$ cat src/rtl/pwm_fade_ctrl_if.sv
// Register bus between the system side and the PWM fade controller.
// Single-cycle write/read strobes; readdata is registered by the slave.
interface pwm_fade_ctrl_if #(
    parameter int n = 32
);
    logic [2:0]   address;
    logic         write;
    logic [n-1:0] writedata;
    logic         read;
    logic [n-1:0] readdata;

    modport master (
        output address,
        output write,
        output writedata,
        output read,
        input  readdata
    );

    modport slave (
        input  address,
        input  write,
        input  writedata,
        input  read,
        output readdata
    );
endinterface

$ cat src/rtl/pwm_fade_ctrl.sv
// PWM fade controller: bus-programmed period/duty, duty ramped toward a target on PWM period boundaries.
// Reads return one cycle after the strobe; no backpressure, every bus access completes in one cycle.
module pwm_fade_ctrl #(
    parameter int n          = 32,
    parameter int m          = 4,
    parameter int DEF_PERIOD = 1000
) (
    input  logic                  clk,
    input  logic                  reset,
    pwm_fade_ctrl_if.slave        bus,
    output logic                  irq,
    output logic [n:0]            pwm_period,
    output logic [n-1:0]          pwm_duty,
    output logic [m-1:0]          pwm_byteenable,
    output logic                  busy
);
    typedef enum logic [1:0] {S_IDLE, S_JUMP, S_RAMP, S_DONE} state_t;

    localparam logic [2:0] A_CTRL     = 3'd0;
    localparam logic [2:0] A_PERIOD   = 3'd1;
    localparam logic [2:0] A_TARGET   = 3'd2;
    localparam logic [2:0] A_STEP     = 3'd3;
    localparam logic [2:0] A_INTERVAL = 3'd4;
    localparam logic [2:0] A_STATUS   = 3'd5;
    localparam logic [2:0] A_DUTY     = 3'd6;

    localparam logic [n:0]   ONE_P = (n+1)'(1);
    localparam logic [n:0]   DEF_P = (n+1)'(DEF_PERIOD);
    localparam logic [n-1:0] ONE_N = n'(1);

    state_t       state;
    logic [2:0]   ctrl_q;
    logic [n:0]   period_sh;
    logic [n-1:0] target_q;
    logic [n-1:0] step_q;
    logic [n-1:0] interval_q;
    logic         done_q;
    logic [n:0]   cnt;
    logic [n-1:0] ivl_cnt;

    logic en, fade_en, irq_en;
    logic wr_ctrl, wr_period, wr_target, wr_step, wr_interval, wr_status;
    logic [n:0]   eff_period;
    logic [n-1:0] eff_step, eff_interval, step_nxt, rd_mux;
    logic boundary, ivl_last;

    assign en      = ctrl_q[0];
    assign fade_en = ctrl_q[1];
    assign irq_en  = ctrl_q[2];

    assign wr_ctrl     = bus.write && (bus.address == A_CTRL);
    assign wr_period   = bus.write && (bus.address == A_PERIOD);
    assign wr_target   = bus.write && (bus.address == A_TARGET);
    assign wr_step     = bus.write && (bus.address == A_STEP);
    assign wr_interval = bus.write && (bus.address == A_INTERVAL);
    assign wr_status   = bus.write && (bus.address == A_STATUS);

    // Zero-valued period/step/interval behave as 1 so the timebase never stalls.
    always_comb begin
        eff_period   = (pwm_period == '0) ? ONE_P : pwm_period;
        eff_step     = (step_q == '0) ? ONE_N : step_q;
        eff_interval = (interval_q == '0) ? ONE_N : interval_q;
        boundary     = en && (cnt == eff_period);
        ivl_last     = (ivl_cnt >= eff_interval - ONE_N);

        // Compare the remaining distance first so the step never overshoots or wraps.
        step_nxt = target_q;
        if (target_q > pwm_duty) begin
            if ((target_q - pwm_duty) > eff_step)
                step_nxt = pwm_duty + eff_step;
        end else if ((pwm_duty - target_q) > eff_step) begin
            step_nxt = pwm_duty - eff_step;
        end
    end

    always_comb begin
        rd_mux = '0;
        case (bus.address)
            A_CTRL:     rd_mux = {{(n-3){1'b0}}, ctrl_q};
            A_PERIOD:   rd_mux = period_sh[n-1:0];
            A_TARGET:   rd_mux = target_q;
            A_STEP:     rd_mux = step_q;
            A_INTERVAL: rd_mux = interval_q;
            A_STATUS:   rd_mux = {{(n-2){1'b0}}, done_q, busy};
            A_DUTY:     rd_mux = pwm_duty;
            default:    rd_mux = '0;
        endcase
    end

    always_ff @(posedge clk or posedge reset) begin
        if (reset) begin
            ctrl_q       <= '0;
            period_sh    <= DEF_P;
            target_q     <= '0;
            step_q       <= '0;
            interval_q   <= ONE_N;
            done_q       <= 1'b0;
            pwm_period   <= DEF_P;
            cnt          <= ONE_P;
            irq          <= 1'b0;
            bus.readdata <= '0;
        end else begin
            if (wr_ctrl)     ctrl_q     <= bus.writedata[2:0];
            if (wr_period)   period_sh  <= {1'b0, bus.writedata};
            if (wr_target)   target_q   <= bus.writedata;
            if (wr_step)     step_q     <= bus.writedata;
            if (wr_interval) interval_q <= bus.writedata;

            if (en && (state == S_DONE))
                done_q <= 1'b1;
            else if (wr_status && bus.writedata[1])
                done_q <= 1'b0;
            irq <= done_q & irq_en;

            // The shadow seen here is pre-write, so a write on a boundary waits for the next one.
            if (!en)
                pwm_period <= wr_period ? {1'b0, bus.writedata} : period_sh;
            else if (boundary)
                pwm_period <= period_sh;

            if (!en || boundary)
                cnt <= ONE_P;
            else
                cnt <= cnt + ONE_P;

            if (bus.read)
                bus.readdata <= rd_mux;
        end
    end

    always_ff @(posedge clk or posedge reset) begin
        if (reset) begin
            state          <= S_IDLE;
            pwm_duty       <= '0;
            pwm_byteenable <= '0;
            busy           <= 1'b0;
            ivl_cnt        <= '0;
        end else begin
            pwm_byteenable <= '0;
            if (en) begin
                case (state)
                    S_IDLE: begin
                        if (target_q != pwm_duty) begin
                            state   <= fade_en ? S_RAMP : S_JUMP;
                            busy    <= 1'b1;
                            ivl_cnt <= '0;
                        end
                    end
                    S_JUMP, S_RAMP: begin
                        if (wr_target && (bus.writedata == pwm_duty)) begin
                            state <= S_DONE;
                            busy  <= 1'b0;
                        end else if (boundary) begin
                            if ((state == S_JUMP) || !fade_en) begin
                                pwm_duty       <= target_q;
                                pwm_byteenable <= '1;
                                state          <= S_DONE;
                                busy           <= 1'b0;
                            end else if (ivl_last) begin
                                pwm_duty       <= step_nxt;
                                pwm_byteenable <= '1;
                                ivl_cnt        <= '0;
                                if (step_nxt == target_q) begin
                                    state <= S_DONE;
                                    busy  <= 1'b0;
                                end
                            end else begin
                                ivl_cnt <= ivl_cnt + ONE_N;
                            end
                        end
                    end
                    S_DONE: begin
                        state <= S_IDLE;
                        busy  <= 1'b0;
                    end
                    default: begin
                        state <= S_IDLE;
                        busy  <= 1'b0;
                    end
                endcase
            end
        end
    end
endmodule

$ cat src/flat_wrapper.sv
// flat-port wrapper written by rule: the top's interface ports become plain ports
module pwm_fade_ctrl_flat 
#(
    parameter int n          = 32,
    parameter int m          = 4,
    parameter int DEF_PERIOD = 1000
)
  (clk, reset, irq, pwm_period, pwm_duty, pwm_byteenable, busy, bus_address, bus_write, bus_writedata, bus_read, bus_readdata);
  pwm_fade_ctrl_if #(.n(n)) bus_i ();
  input  logic clk;
  input  logic reset;
  output logic irq;
  output logic [n:0] pwm_period;
  output logic [n-1:0] pwm_duty;
  output logic [m-1:0] pwm_byteenable;
  output logic busy;
  input wire logic [$bits(bus_i.address)-1:0] bus_address;
  input wire logic [$bits(bus_i.write)-1:0] bus_write;
  input wire logic [$bits(bus_i.writedata)-1:0] bus_writedata;
  input wire logic [$bits(bus_i.read)-1:0] bus_read;
  output wire logic [$bits(bus_i.readdata)-1:0] bus_readdata;
  assign bus_i.address = bus_address;
  assign bus_i.write = bus_write;
  assign bus_i.writedata = bus_writedata;
  assign bus_i.read = bus_read;
  assign bus_readdata = bus_i.readdata;
  pwm_fade_ctrl #(.n(n), .m(m), .DEF_PERIOD(DEF_PERIOD)) u_core (.clk(clk), .reset(reset), .bus(bus_i), .irq(irq), .pwm_period(pwm_period), .pwm_duty(pwm_duty), .pwm_byteenable(pwm_byteenable), .busy(busy));
endmodule
$ cat config.mk
export PLATFORM = sky130hd
export DESIGN_NAME = pwm_fade_ctrl_flat
export DESIGN_NICKNAME = d
export VERILOG_FILES = /design/src/rtl/pwm_fade_ctrl_if.sv /design/src/rtl/pwm_fade_ctrl.sv /design/src/flat_wrapper.sv
export SDC_FILE = /design/constraint.sdc
export NUM_CORES = 1
export LEC_CHECK = 0
export ABC_AREA = 1
export ABC_CLOCK_PERIOD_IN_PS = 11850
export BUFFER_PORTS_ARGS = -buffer_cell sky130_fd_sc_hd__buf_2
export CAP_MARGIN = 25
export CORE_MARGIN = 10
export CORE_UTILIZATION = 26
export CTS_BUF_LIST = sky130_fd_sc_hd__clkbuf_4 sky130_fd_sc_hd__clkbuf_8
export DETAILED_ROUTE_END_ITERATION = 7
export SLEW_MARGIN = 20
export SYNTH_ARGS = -nofsm -noshare
export SYNTH_HDL_FRONTEND = slang
export SYNTH_SLANG_ARGS = --single-unit
$ cat constraint.sdc
create_clock -name clk -period 11.85 [get_ports clk]
set_input_delay 2.37 -clock clk [delete_from_list [all_inputs] [get_ports clk]]
set_output_delay 2.37 -clock clk [all_outputs]
set_load 0.005 [all_outputs]
# ---- Yosys cells after proc, flatten, opt, wreduce, memory -nomap -nowiden
# Index checks and enable logic that the tools add are counted.
# W data, S select, Z words.
dict set report word_totals {
  reg_bits 303
  input_bits 39
  out_inout_bits 103
  elab_cells 117
}
dict set report classes {
  n_addsub 7
  n_lt_le_gt_ge 4
  n_eq_ne 21
  n_mux 42
  n_bitwise 2
  reduce_logical 26
}
# cell n
set op_table {}
lappend op_table {{$mux W32} 12}
lappend op_table {{$pmux W32 S7} 1}
lappend op_table {{$mux W33} 5}
lappend op_table {{$gt A32 B32 Y1} 3}
lappend op_table {{$sub A32 B32 Y32} 3}
lappend op_table {{$eq A32 B32 Y1} 2}
lappend op_table {{$logic_not A32 Y1} 2}
lappend op_table {{$pmux W32 S2} 1}
lappend op_table {{$add A33 B1 Y33 const B} 1}
lappend op_table {{$eq A33 B33 Y1} 1}
lappend op_table {{$logic_not A33 Y1} 1}
lappend op_table {{$add A32 B1 Y32 const B} 1}
lappend op_table {{$add A32 B32 Y32} 1}
lappend op_table {{$ge A32 B32 Y1} 1}
lappend op_table {{$ne A32 B32 Y1} 1}
lappend op_table {{$sub A32 B1 Y32 const B} 1}
lappend op_table {{$mux W4} 6}
lappend op_table {{$mux W2} 7}
lappend op_table {{$logic_and A1 B1 Y1} 10}
lappend op_table {{$reduce_and A5 Y1} 2}
lappend op_table {{$eq A3 B3 Y1 const B} 3}
lappend op_table {{$mux W1} 8}
lappend op_table {{$ne A4 B1 Y1 const B} 2}
lappend op_table {{$eq A3 B2 Y1 const B} 2}
lappend op_table {{other kinds (17)} 25}

# ---- Logic depth before layout (Yosys ltp)
# Gate-level depths: netlist (run 1).
dict set report logic_depth {
  depth_word 12
  ltp_mapped 39
  mapped_depth_nobuf 37
}

# ---- Worst setup path before layout (run 1)
# OpenSTA, ideal clock, no wires.
dict set report synth_path {
  kind {register to register}
  from {register u_core.interval_q[0]}
  to {register u_core.pwm_duty[10]}
  setup_time_ns 0.130
  arrival_ns 4.505
  required_ns 11.720
  setup_slack_ns 7.215
  stages_incl_launch_ff 32
  n_path_buf 3
  period_less_slack_ns 4.635
  path_cell_list {dfstp_2 > inv_1 > nand3_1 > nor2_1 > nand4_1 > nand2_1 > inv_1 > ha_1 > nand2_1 > nor2_1 > nand2_1 > inv_1 > nand4_1 > nor4_1 > nand4_1 > nor4_1 > a22oi_1 > ha_1 > nand2_1 > inv_1 > nand3_1 > nor2_1 > nor4b_1 > nand4_1 > and3_1 > clkbuf_1 > nand2_1 > nand4_1 > inv_1 > buf_2 > clkbuf_1 > o21ai_0}
}
dict set report synth_between {
  elab_chain_len 6
}
# item line_no
set synth_lines {}
lappend synth_lines {{from (decl)} pwm_fade_ctrl.sv:36} ;# logic [n-1:0] interval_q;
lappend synth_lines {{from (signal assigned)} pwm_fade_ctrl.sv:107} ;# if (wr_interval) interval_q <= bus.writedata;
lappend synth_lines {{$logic_not A32 Y1} pwm_fade_ctrl.sv:62} ;# eff_interval = (interval_q == '0) ? ONE_N : interval_q;
lappend synth_lines {{$mux W32 *} pwm_fade_ctrl.sv:62}
lappend synth_lines {{$sub A32 B1 Y32 *} pwm_fade_ctrl.sv:64} ;# ivl_last = (ivl_cnt >= eff_interval - ONE_N);
lappend synth_lines {{$ge A32 B32 Y1 *} pwm_fade_ctrl.sv:64}
lappend synth_lines {{$reduce_bool A2 Y1 (no line) *} n/a}
lappend synth_lines {{$reduce_and A5 Y1 (no line) *} n/a}
lappend synth_lines {{to (signal assigned)} pwm_fade_ctrl.sv:155} ;# pwm_duty <= target_q;
lappend synth_lines {{to (signal assigned)} pwm_fade_ctrl.sv:160} ;# pwm_duty <= step_nxt;
lappend synth_lines {{to (decl)} pwm_fade_ctrl.sv:13} ;# output logic [n-1:0] pwm_duty,
# Every way passes the cells marked *; elsewhere a longest branch is shown, timed or not.
# A chain may end at the register's enable or synchronous reset.

# ---- Worst setup path after layout (run 1)
dict set report layout_path {
  from {register u_core.target_q[0]}
  to {register u_core.busy}
}
dict set report layout_between {
  elab_chain_len 7
  elab_cells_between_ends 13
  cone_classes {add/sub (2); order compare (3); eq/ne (4); mux (3); reduce/logical (1)}
}
# item line_no
set layout_lines {}
lappend layout_lines {{from (decl)} pwm_fade_ctrl.sv:34} ;# logic [n-1:0] target_q;
lappend layout_lines {{from (signal assigned)} pwm_fade_ctrl.sv:105} ;# if (wr_target) target_q <= bus.writedata;
lappend layout_lines {{$sub A32 B32 Y32 (on tied branches)} {pwm_fade_ctrl.sv:71, pwm_fade_ctrl.sv:69}}
lappend layout_lines {{$gt A32 B32 Y1 (on tied branches)} {pwm_fade_ctrl.sv:71, pwm_fade_ctrl.sv:69}}
lappend layout_lines {{$mux W32 (on tied branches)} {pwm_fade_ctrl.sv:71, pwm_fade_ctrl.sv:69}}
lappend layout_lines {{$mux W32} pwm_fade_ctrl.sv:68} ;# if (target_q > pwm_duty) begin
lappend layout_lines {{$eq A32 B32 Y1} pwm_fade_ctrl.sv:163} ;# if (step_nxt == target_q) begin
lappend layout_lines {{$ne A4 B1 Y1 (no line)} n/a}
lappend layout_lines {{$reduce_and A5 Y1 (no line) *} n/a}
lappend layout_lines {{to (signal assigned)} pwm_fade_ctrl.sv:158} ;# busy <= 1'b0;
lappend layout_lines {{to (signal assigned)} pwm_fade_ctrl.sv:165} ;# busy <= 1'b0;
lappend layout_lines {{to (signal assigned)} pwm_fade_ctrl.sv:174} ;# busy <= 1'b0;
lappend layout_lines {{to (decl)} pwm_fade_ctrl.sv:15} ;# output logic busy
# Marked as above.

==> impl_metrics.py, run 1 <==
metrics = {
    "run_status": {
        "status": "finished, final reports clean",
    },
    "yosys": {
        "synth_async_sr_flop_share": 1.00,
        "synthTopCellsByArea": "dfrtp_1 (26%), nand2_1 (15%), ha_1 (10%)",
        "ys_seq_area_frac": 0.271,
        "synth.most_common_cell": "nand2_1",
        "ys_top_cells_by_count": "nand2_1 (1112), inv_1 (571), o21ai_0 (360), nor2_1 (313), dfrtp_1 (286)",
        "synth_warnings": 0,
        "synth_area_sq_mm": 0.0277,
        "synth_edf_count": 0,
        "yosysTopAreaCell": "dfrtp_1",
        "yosysTopAreaCellShare": 0.258,
        "ys_seq_elements": 300,
        "syn_inst": 4192,
        "synth_nets": 4464,
        "avgSynthCellArea_sq_um": 6.61,
        "synth_flop_cell": "dfrtp_1",
        "yosysUniqueCellTypes": 63,
    },
    "clocking": {
        "htree_levels": 2,
        "cts_tree": "built",
        "post_cts_buffers": 0,
        "path_clk_slew_ns": 0.06,
        "postCtsHoldBufs": 0,
        "max-clock-path-buffers": 3,
        "cts.repair.resized": 0,
        "numCtsBuffers": 56,
        "clock-root-buffer": "clkbuf_8",
        "clk_latency_ns": 0.70,
        "clock_sinks": 300,
    },
    "drt": {
        "vias_per_cell": 5.23,
        "routed_wl_um": 134000,
        "vias": 29600,
        "route.detailed.drc": 0,
        "dr.pass1.iters": 7,
        "drtAntennaViolNets": 0,
        "drtIter0Drc": 3297,
        "wire_per_inst_um": 23.7,
    },
    "global_route": {
        "grt_pass1_vias": 27900,
        "grt.overflow.total": 0,
        "antenna_found_initial": 5,
        "grt_pass1_wl_um": 193000,
        "grt_use_total": 0.213,
        "grt_max_degree": 175,
    },
    "setup_path": {
        "r2r_start": "u_core.target_q[0]",
        "crit_fanout": 46,
        "rr_worst_depth": 29,
        "cpPeakStageDelay_ns": 0.68,
        "slowest_stage": "nand4_1",
        "critPathCaptureType": "register",
        "reg2reg_to": "u_core.busy",
        "cp.required_ns": 12.43,
        "start_kind": "register",
        "crit_type": "reg -> reg",
        "crit_arrival_ns": 8.47,
        "cpMostUsedCell": "nand2_1",
        "timing.reg2reg.setup_slack_ns": 3.96,
    },
    "sta": {
        "relSlewSlack": 0.225,
        "rsz0062_at_grt": "no",
        "skew_ns": 0.0461,
        "tns_ns": 0,
        "finalHoldViolations": 0,
        "finalCritPeriodShare": 0.666,
        "maxSlewViolCount": 0,
        "worst_pin_slew_ns": 1.15,
        "min_period_ns": 7.89,
        "clock.fmax_mhz": 127,
        "finalSetupViolCount": 0,
    },
    "finish": {
        "final_nets": 4501,
        "fin_util": 0.293,
        "area_growth_pct": 11.5,
        "final_layout_size_suffix_gt1_frac": 0.0837,
    },
    "min_path": {
        "holdPathEnd": "u_core.cnt[0]",
        "worstHoldStart": "u_core.cnt[0]",
        "hold_depth": 1,
        "hold_path_class": "reg -> reg",
    },
    "placed_design": {
        "post-dp-hpwl_um": 109000,
        "portBuffers": 141,
        "routabilityCongestion": 1.04,
    },
    "floorplan": {
        "die-area_sq_mm": 0.120,
        "core_region_area_sq_mm": 0.106,
        "die_h_um": 347,
        "fp.dieW_um": 347,
        "row_count": 119,
        "ios": 142,
        "start_util": 0.263,
    },
    "power": {
        "leakage_nw": 14.8,
        "powerDensity_mw_per_mm2": 170,
        "peakVddDrop_v": 0.0000971,
    },
    "flow_run": {
        "cap_viol_max_count": 0,
    },
}
-- where the power goes --
part           switching [mW]  leakage [nW]  internal, mW
Combinational            1.86          10.4         0.803
Sequential              0.261          3.69          1.18
Clock                   0.505         0.687         0.657
Total                    2.62          14.8          2.64
-- cell usage in the layout, fill, tap and decap left out, drive strengths merged, types with 20 or more instances in the layout --
cell type  synthesis  layout
a21oi            224     224
buf               58     169
clkbuf           132      96
dfrtp            286     286
ha               229     229
inv              578     579
nand2           1127    1127
nand3            264     264
nand4             61      61
nor2             325     325
nor3              61      61
nor4              40      40
o211ai            21      21
o21ai            367     367
o21bai            20      20
o221ai            47      47
o22ai             51      51
xnor2             37      37
xor2             135     135
-- flip-flops by register name, summed over array words and instances (netlist names), 2 cells and up --
signal and flops:
u_core.cnt 33, u_core.period_sh 33, u_core.pwm_period 33, u_core.bus.readdata 32, u_core.interval_q 32, u_core.ivl_cnt 32, u_core.pwm_duty 32, u_core.step_q 32
u_core.target_q 32, u_core.ctrl_q 3, u_core.state 2
-- area by class of cell --
cell class                 count  area, sq um
timing repair buffer         169          953
clock inverter                 8         91.3
fill                       11700        74600
sequential                   300         7520
antenna                        3         7.51
multi-input combinational   3120        17200
clock buffer                  96         1200
tap                         1391         1740
inverter                     582         2190
-- worst max-delay path by stage --
stage | from | slack, ns | end
5_1_grt | u_core.target_q[0] | 3.67 | u_core.busy
3_5_place_dp | u_core.target_q[0] | 4.27 | u_core.busy
4_1_cts | u_core.target_q[0] | 4.23 | u_core.busy
6_report | u_core.target_q[0] | 3.96 | u_core.busy
2_1_floorplan | reset | 1.21 | u_core.bus.readdata[0]
3_3_place_gp | u_core.target_q[0] | 4.14 | u_core.busy
-- cell families after synthesis --
| logic type | Yosys count | share of synthesized area |
|---|---|---|
| muxes | 12 | 0.00487 |
| AOI/OAI and AO/OA | 796 | 0.163 |
| and+or+nand+nor | 1907 | 0.291 |
| xor gates and xnor gates | 172 | 0.0543 |
| DFF | 300 | 0.271 |
| buffers and inverters | 772 | 0.109 |
| adders and majority gates | 233 | 0.106 |
-- layer usage --
layer / vias to the layer above / track usage / routed length, um / share of wire
li1: 13800 / - / - / -
met1: 13900 / 0.267 / 54800 / 0.41
met2: 1539 / 0.342 / 59800 / 0.44
met3: 326 / 0.0480 / 12100 / 0.090
met4: 6 / 0.106 / 7590 / 0.056
met5: - / 0 / 35 / 0.00026
-- critical path, delay by kind of cell, from the launching register on --
family	cells	cell delay, ns
and+or+nand+nor	17	3.15
AOI/OAI and AO/OA	5	2.00
adders and majority gates	3	1.06
buffers and inverters	3	0.91
DFF	1	0.44
xor gates and xnor gates	1	0.20
-- per-stage QoR --
stage	hold slack, ns	instances	instance area (sq um)	total power, mW	setup WS [ns]
finish	0.496	5669	30900	5.27	3.96
CTS	0.495	5664	30900	5.21	4.23
global placement	0.473	5559	29600	4.05	4.14
global route	0.509	5667	30900	5.60	3.67
floorplan	0.436	4192	27700	3.07	1.21
detailed placement	0.480	5560	29600	4.04	4.27
Power figures use the tool's default switching activity.
==> run 2, diff against run 1 <==
--- a/config.mk
+++ b/config.mk
@@ -6,7 +6,7 @@
 export NUM_CORES = 1
 export LEC_CHECK = 0
 export ABC_AREA = 1
-export ABC_CLOCK_PERIOD_IN_PS = 11850
+export ABC_CLOCK_PERIOD_IN_PS = 6500
 export BUFFER_PORTS_ARGS = -buffer_cell sky130_fd_sc_hd__buf_2
 export CAP_MARGIN = 25
 export CORE_MARGIN = 10
==> constraint.sdc (replaced) <==
create_clock -name clk -period 6.5 [get_ports clk]
set_input_delay 1.3 -clock clk [delete_from_list [all_inputs] [get_ports clk]]
set_output_delay 1.3 -clock clk [all_outputs]
set_load 0.005 [all_outputs]
==> impl_metrics.py, run 2 (synthesis gave the netlist of run 1 again) <==
metrics = {
    "run_status": {
        "status": "finished, final reports clean",
    },
    "sta": {
        "min_period_ns": 5.97,
        "whs_ns": 0.486,
        "skew_ns": 0.0719,
        "relSlewSlack": 0.356,
        "rsz0062_at_grt": "no",
        "tns_ns": 0,
        "clock.fmax_mhz": 167,
        "maxSlewViolCount": 0,
        "finalSetupViolCount": 0,
        "worst_pin_slew_ns": 0.958,
        "finalCritPeriodShare": 0.919,
        "finalHoldViolations": 0,
    },
    "finish": {
        "final_common_cell": "nand2_1",
        "final_nets": 4625,
        "reg_top3": "u_core.cnt x33, u_core.period_sh x33, u_core.pwm_period x33",
        "layout_common_cells": "nand2_1 (1110), inv_1 (569), o21ai_0 (360)",
        "area_growth_pct": 14.8,
        "final_layout_size_suffix_gt1_frac": 0.110,
        "n_fill_cell": 11600,
    },
    "setup_path": {
        "crit_fanout": 13,
        "r2r_start": "u_core.target_q[8]",
        "crit_start": "u_core.target_q[8]",
        "crit_arrival_ns": 6.56,
        "reg2reg_to": "u_core.state[1]",
        "rr_worst_depth": 33,
        "worst-path-stages": 33,
        "cp-endpoint": "u_core.state[1]",
        "cp.required_ns": 7.09,
        "slowest_stage": "o21ai_0",
        "worst-path-buf-inv": 4,
        "start_kind": "register",
        "crit_type": "reg -> reg",
        "timing.reg2reg.setup_slack_ns": 0.53,
        "crit_family": "simple AND/OR/NAND/NOR gates",
        "cpPeakStageDelay_ns": 0.52,
        "critPathCaptureType": "register",
        "cpMostUsedCell": "nand2_1",
    },
    "power": {
        "peakVddDrop_v": 0.000207,
        "powerDensity_mw_per_mm2": 310,
        "leakage_nw": 15.3,
        "report.power.total_mw": 9.88,
    },
    "floorplan": {
        "row_count": 119,
        "die-area_sq_mm": 0.120,
        "core_region_area_sq_mm": 0.106,
        "start_util": 0.263,
        "fp.dieW_um": 347,
        "ios": 142,
        "die_h_um": 347,
    },
    "clocking": {
        "numCtsBuffers": 55,
        "clock_sinks": 300,
        "postCtsHoldBufs": 0,
        "clk_latency_ns": 0.70,
        "cts_tree": "built",
        "path_clk_slew_ns": 0.06,
        "cts.repair.resized": 0,
        "clock-root-buffer": "clkbuf_8",
        "htree_levels": 2,
        "post_cts_buffers": 0,
        "max-clock-path-buffers": 3,
    },
    "global_route": {
        "grt_use_total": 0.219,
        "grt_max_degree": 136,
        "antenna_found_initial": 13,
        "grt.overflow.total": 0,
        "grt_pass1_vias": 28600,
        "grt_pass1_wl_um": 198000,
    },
    "flow_run": {
        "cap_viol_max_count": 0,
    },
    "drt": {
        "drtIter0Drc": 3197,
        "drtAntennaViolNets": 0,
        "wire_per_inst_um": 23.9,
        "route.detailed.drc": 0,
        "vias_per_cell": 5.22,
        "vias": 30200,
        "routed_wl_um": 139000,
        "dr.pass1.iters": 7,
    },
    "placed_design": {
        "post-dp-hpwl_um": 113000,
        "portBuffers": 141,
        "routabilityCongestion": 1.01,
    },
    "min_path": {
        "hold_path_class": "reg -> reg",
    },
}
run 2: how the worst min path moves through the flow:
stage             startpoint             to  cells after the start
6_report       u_core.cnt[0]  u_core.cnt[0]                      1
5_1_grt        u_core.cnt[0]  u_core.cnt[0]                      1
4_1_cts        u_core.cnt[0]  u_core.cnt[0]                      1
3_5_place_dp   u_core.cnt[0]  u_core.cnt[0]                      1
3_3_place_gp   u_core.cnt[0]  u_core.cnt[0]                      1
2_1_floorplan  u_core.done_q     u_core.irq                      2
run 2: stage by stage:
step / setup WS (ns) / std cells / util / cell area, sq um
floorplan: 1.22 / 4192 / - / 27700
detailed placement: 0.493 / 5685 / 0.290 / 30600
finish: 0.529 / 5792 / 0.302 / 31800
CTS: 0.487 / 5786 / 0.301 / 31800
global route: 0.0683 / 5789 / 0.302 / 31800
global placement: 0.445 / 5685 / 0.290 / 30600
run 2: area by class of cell:
type / count / area (sq um) / share of cell area
Inverter: 582 / 2190 / 0.0687
Antenna cell: 4 / 10.0 / 0.000314
Tap cell: 1391 / 1740 / 0.0547
Sequential cell: 300 / 7520 / 0.236
Timing Repair Buffer: 294 / 1970 / 0.0618
Clock inverter: 16 / 116 / 0.00365
Clock buffer: 85 / 1080 / 0.0338
Multi-Input combinational cell: 3120 / 17200 / 0.541
run 2: worst reg2reg max path, delay by kind of cell (launching register included):
family	cells	cell delay, ns
buffers and inverters	4	0.49
AO/OA/AOI/OAI	4	1.17
AND/OR/NAND/NOR	22	2.46
flip-flops	1	0.51
XOR/XNOR	1	0.40
adder cells (fa/ha/maj)	2	0.83
run 2: power by group:
group / switching, mW / internal [mW]
registers: 0.402 / 2.16
clock network: 0.906 / 1.10
logic: 3.58 / 1.74
total: 4.89 / 4.99
run 2: per-layer routing:
layer	wire [um]	vias to the layer above	track usage
met5	13	-	0
met4	9370	2	0.126
met3	11000	340	0.0357
met2	59600	1440	0.339
met1	58500	14400	0.287
li1	-	14000	-
